File: src/rtl/uart_pkg.sv
// uart_pkg: shared UART frame constants, RX state encoding and parity helper.
package uart_pkg;
  localparam int FRAME_BITS = 11;
  localparam int DATA_BITS = 8;
  typedef enum logic [2:0] {
    IDLE      = 3'd0,
    START     = 3'd1,
    DATA      = 3'd2,
    PARITY    = 3'd3,
    STOP      = 3'd4,
    WAIT_HIGH = 3'd5
  } rx_state_t;
  function automatic logic parity(input logic [DATA_BITS-1:0] d, input logic odd);
    return ^d ^ odd;
  endfunction
endpackage

File: src/rtl/uart_rx_sync.sv
// uart_rx_sync: 2-flop synchronizer for the serial line, resets to the idle-high level.
module uart_rx_sync (
  input  logic baud_clk,
  input  logic rst_n,
  input  logic data_i,
  output logic sync_o
);
  logic [1:0] sync_q;
  always_ff @(posedge baud_clk or negedge rst_n)
    if (!rst_n) sync_q <= 2'b11;
    else sync_q <= {sync_q[0], data_i};
  assign sync_o = sync_q[1];
endmodule

File: src/rtl/uart_rx_sipo.sv
// uart_rx_sipo: oversampling UART receiver (start, 8 data LSB first, parity, stop).
// Define UART_RX_SYNC_EN to put a 2-flop synchronizer in front of the line sampler.
module uart_rx_sipo
  import uart_pkg::*;
#(
  parameter int OVERSAMPLE = 16,
  parameter bit PARITY_ODD = 1'b0
) (
  input  logic                 baud_clk,
  input  logic                 rst_n,
  input  logic                 data_rx,
  input  logic                 rx_ack,
  output logic [DATA_BITS-1:0] data_out,
  output logic                 rx_ready,
  output logic                 parity_err,
  output logic                 frame_err,
  output logic                 overrun_err,
  output logic                 active_flag
);
  localparam int H = OVERSAMPLE / 2;
  localparam int TW = $clog2(OVERSAMPLE);
  localparam int BW = $clog2(DATA_BITS);
  rx_state_t state_q;
  logic [TW-1:0] tick_q;
  logic [BW-1:0] bit_q;
  logic [DATA_BITS-1:0] shift_q, data_q;
  logic par_bad_q, parity_q, frame_q, ready_q, overrun_q;
  logic ready_d, overrun_d;
  logic rx_s, sample, commit;
`ifdef UART_RX_SYNC_EN
  uart_rx_sync u_sync (
    .baud_clk(baud_clk),
    .rst_n   (rst_n),
    .data_i  (data_rx),
    .sync_o  (rx_s)
  );
`else
  assign rx_s = data_rx;
`endif
  // START waits half a bit to land mid-bit; every later bit is a full bit period on.
  assign sample = (state_q == START) ? (tick_q == TW'(H - 1)) : (tick_q == TW'(OVERSAMPLE - 1));
  assign commit = (state_q == STOP) && sample;
  always_comb begin
    ready_d   = commit | (ready_q & ~rx_ack);
    overrun_d = commit ? (overrun_q | (ready_q & ~rx_ack)) : (overrun_q & ~rx_ack);
  end
  always_ff @(posedge baud_clk or negedge rst_n)
    if (!rst_n) begin
      state_q   <= IDLE;
      tick_q    <= '0;
      bit_q     <= '0;
      shift_q   <= '0;
      par_bad_q <= 1'b0;
      data_q    <= '0;
      parity_q  <= 1'b0;
      frame_q   <= 1'b0;
      ready_q   <= 1'b0;
      overrun_q <= 1'b0;
    end else begin
      tick_q    <= (state_q == IDLE || state_q == WAIT_HIGH || sample) ? '0 : tick_q + 1'b1;
      ready_q   <= ready_d;
      overrun_q <= overrun_d;
      if (commit) begin
        data_q   <= shift_q;
        parity_q <= par_bad_q;
        frame_q  <= ~rx_s;
      end
      case (state_q)
        IDLE: if (!rx_s) begin
          state_q <= START;
          bit_q   <= '0;
        end
        START: if (sample) state_q <= rx_s ? IDLE : DATA;
        DATA: if (sample) begin
          shift_q <= {rx_s, shift_q[DATA_BITS-1:1]};
          bit_q   <= bit_q + 1'b1;
          if (bit_q == BW'(DATA_BITS - 1)) state_q <= PARITY;
        end
        PARITY: if (sample) begin
          par_bad_q <= rx_s != parity(shift_q, PARITY_ODD);
          state_q   <= STOP;
        end
        STOP: if (sample) state_q <= rx_s ? IDLE : WAIT_HIGH;
        WAIT_HIGH: if (rx_s) state_q <= IDLE;
        default: state_q <= IDLE;
      endcase
    end
  assign data_out    = data_q;
  assign rx_ready    = ready_q;
  assign parity_err  = parity_q;
  assign frame_err   = frame_q;
  assign overrun_err = overrun_q;
  assign active_flag = (state_q != IDLE) && (state_q != WAIT_HIGH);
endmodule
File: config.mk
export PLATFORM = sky130hd
export DESIGN_NAME = uart_rx_sipo
export DESIGN_NICKNAME = d
export VERILOG_FILES = /design/src/rtl/uart_pkg.sv /design/src/rtl/uart_rx_sync.sv /design/src/rtl/uart_rx_sipo.sv
export SDC_FILE = /design/constraint.sdc
export NUM_CORES = 1
export LEC_CHECK = 0
export CORE_ASPECT_RATIO = 0.6
export CORE_MARGIN = 10
export CORE_UTILIZATION = 30
export DETAILED_ROUTE_END_ITERATION = 16
export DONT_BUFFER_PORTS = 1
export PLACE_DENSITY = 0.55
export SYNTH_ARGS = -nofsm -noshare
export SYNTH_HDL_FRONTEND = slang
export SYNTH_SLANG_ARGS = --single-unit
File: constraint.sdc
create_clock -name baud_clk -period 2.3 [get_ports baud_clk]
set_clock_uncertainty 0.1 [all_clocks]
set_input_delay 0.575 -clock baud_clk [delete_from_list [all_inputs] [get_ports baud_clk]]
set_output_delay 0.575 -clock baud_clk [all_outputs]
set_load 0.02 [all_outputs]
==> flow_summary.toml <==
[pwr]
pwr_density_cell_mw_per_mm2 = 931
share_comb_of_total_power = 0.171
worst_ir_drop_vdd_uv = 240
switchingPower_mw = 0.447
power_report.internal_total_mw = 1.11
total_leakage_power_nw = 0.774
seqPwrFrac = 0.473
switching_share = 0.288
power.share.clock = 0.356

[yosys]
synth_edf_count = 0
syn_inst = 137
syn-cell-area_mm2 = 0.00146
synth-warning-count = 0
synth_seq_area_share = 0.531
synth_async_sr_flop_share = 1.00
yosys_most_used_dff = "sky130_fd_sc_hd__dfrtp_1"
distinct_cell_type_count_after_synthesis = 35
synth.net_count = 144
yosys_register_bits = 31
syn_avg_cell_area_um2 = 10.7

[clocking]
tritoncts = "done"
cts-hold-fix-buffers = 1
cts_htree_levels = 2
clock_insertion_delay_worst_skew_ns = 0.28
cts_root_buf = "sky130_fd_sc_hd__clkbuf_8"
clockBufferDepth = 2
cts_made_buffers = 5
cts_num_sinks = 31
cts.reportedPaths.clkPinSlew_ns = 0.06
postCtsResizedCells = 0
cts.repair_timing.setup_buffer_count = 0

[timing]
final_hold_viol_count = 0
fmax_mhz = 471
final_period_minus_worst_setup_slack_ns = 2.12
rsz0062_at_grt = "false"
layout_worst_path_cycle_share = 0.923
worst-slew-pin-transition_ns = 0.492
holdWs_ns = 0.0176
slew_violations = 0
finalSetupViolCount = 0
setup-tns-final_ns = 0
max_slew_margin = 0.672

[route]
wirelength_um = 2920
first_pass_iters = 4
vias_per_cell = 4.68
drc = 0
via_count = 960
drtAntennaViolNets = 0
first_iter_violations = 54
post_drt_wl_per_cell_um = 14.3

[floorplan]
core.rowCount = 19
floorplan.initialDensity = 0.315
die_w_um = 110
die_area_mm2 = 0.00815
ios = 17
core-area_mm2 = 0.00464
die_span_in_y_um = 74.1

[place]
dp.final_hpwl_um = 2090
gpl.final_weighted_congestion = 0.747
place.port_buffers = 0
placed_cells_incl_taps = 196
postPlaceCellArea_mm2 = 0.00153

[critical_path]
timing.critical_path.required_ns = 1.62
critical_path.n_buffers_inverters = 0
path_max_fanout = 16
cp_cell_sequence = "or2_2 -> a21o_1"
path_class = "reg2out"
reg2reg_depth = 5
startpoint_type_of_the_worst_setup_path = "register"
critical_path.slowest_cell = "sky130_fd_sc_hd__dfrtp_1"
cp_data_arrival_time_ns = 1.45
crit_family = "flip-flops"
timing.critical_path.depth = 2
maximum_cell_stage_delay_along_the_critical_path_ns = 0.56
end_kind = "output port"

[cells_and_area]
utilization = 0.360
layout_common_cells = "35 x sky130_fd_sc_hd__nand2_1, 31 x sky130_fd_sc_hd__dfrtp_1, 9 x sky130_fd_sc_hd__mux2_2, 8 x sky130_fd_sc_hd__o21ai_0, 7 x sky130_fd_sc_hd__nor2_1"
insertedDiodeCount = 0
stdcell_count = 205
stdcell_area_mm2 = 0.00167
finalNetCount = 148
proportion_of_layout_cells_with_a_drive_suffix_above_1 = 0.162
fillCellCount = 478
layout.cells.most_common = "sky130_fd_sc_hd__nand2_1"
area_delta_synth_final_pct = 14.3

[global_routing]
antenna_found_initial = 0
grt_max_degree = 32
first_global_vias = 987
grt_util_all_layers = 0.0821
overflow = 0
grt_first_pass_wirelength_um = 5110

[job]
drv_cap = 0

[status]
result_of_the_run = "complete, no violations"

[worst_hold_path]
worst_hold_check_path_type = "in2async"
-- layout make-up --
class,count,area (um2),share of cell area
Tap cell,63,78.8,0.0472
Timing Repair Buffer,3,47.5,0.0285
Clock inverter,2,35.0,0.0210
Inverter,1,3.75,0.00225
Clock buffer,6,82.6,0.0494
Multi-Input combinational cell,99,647,0.387
Sequential cell,31,776,0.464
-- per-stage QoR --
step | worst slack [ns] | power, mW
6_report | 0.178 | 1.55
3_5_place_dp | 0.415 | 0.997
4_1_cts | 0.170 | 1.57
2_1_floorplan | 0.530 | 0.945
3_3_place_gp | 0.470 | 0.983
5_1_grt | 0.0949 | 1.66
-- power by group through the flow --
stage,clock [mW],sequential [mW],combinational [mW]
3_3_place_gp,0,0.740,0.243
3_5_place_dp,0,0.744,0.253
6_report,0.553,0.735,0.266
2_1_floorplan,0,0.689,0.256
4_1_cts,0.570,0.734,0.269
5_1_grt,0.597,0.755,0.307
-- path summary, 6_finish.rpt --
check | startpoint | endpoint | slack (ns)
setup / recovery | state_q[0]$_DFFE_PN0P_ | active_flag | 0.18
hold / removal | rst_n | bit_q[1]$_DFFE_PN0P_ | 0.02
setup reg to reg | tick_q[0]$_DFF_PN0_ | shift_q[2]$_DFFE_PN0P_ | 0.39
hold reg to reg | tick_q[0]$_DFF_PN0_ | tick_q[0]$_DFF_PN0_ | 0.37
max in group asynchronous | rst_n | par_bad_q$_DFFE_PN0P_ | 1.92
min in group baud_clk | rx_ack | rx_ready$_DFF_PN0_ | 0.29
-- cell usage after synthesis, types with 2 or more instances --
library cell,instances,area share
sky130_fd_sc_hd__a21oi_1,2,0.0068
sky130_fd_sc_hd__buf_2,4,0.014
sky130_fd_sc_hd__dfrtp_1,31,0.53
sky130_fd_sc_hd__ha_1,3,0.026
sky130_fd_sc_hd__mux2_2,9,0.069
sky130_fd_sc_hd__nand2_1,35,0.090
sky130_fd_sc_hd__nand3_1,2,0.0068
sky130_fd_sc_hd__nor2_1,7,0.018
sky130_fd_sc_hd__nor2b_1,4,0.017
sky130_fd_sc_hd__o21a_1,2,0.010
sky130_fd_sc_hd__o21ai_0,8,0.027
sky130_fd_sc_hd__xnor2_1,5,0.030
sky130_fd_sc_hd__xor2_1,3,0.018
-- logic make-up (layout without fill, tap and decap cells) --
group,count (synthesis),count (layout),share of synthesized area
buffers and inverters,7,12,0.0265
DFF,31,31,0.531
AOI/OAI and AO/OA,18,18,0.0762
and+or+nand+nor,59,59,0.201
adders and majority gates,3,3,0.0257
xor gates and xnor gates,9,9,0.0634
muxes,10,10,0.0762
-- sequential cells by signal (all words and copies together) (netlist names) --
name / flops
bit_q: 3
parity_err: 1
state_q: 3
shift_q: 8
overrun_err: 1
frame_err: 1
data_out: 8
tick_q: 4
par_bad_q: 1
rx_ready: 1
-- layer usage --
metal	global-route usage	share of wire	wire length, um
met3	0.0380	0.11	325
met2	0.106	0.39	1130
met4	0.0426	0.015	45
met1	0.110	0.49	1420
met5	0	0	0
Power figures use the tool's default switching activity.
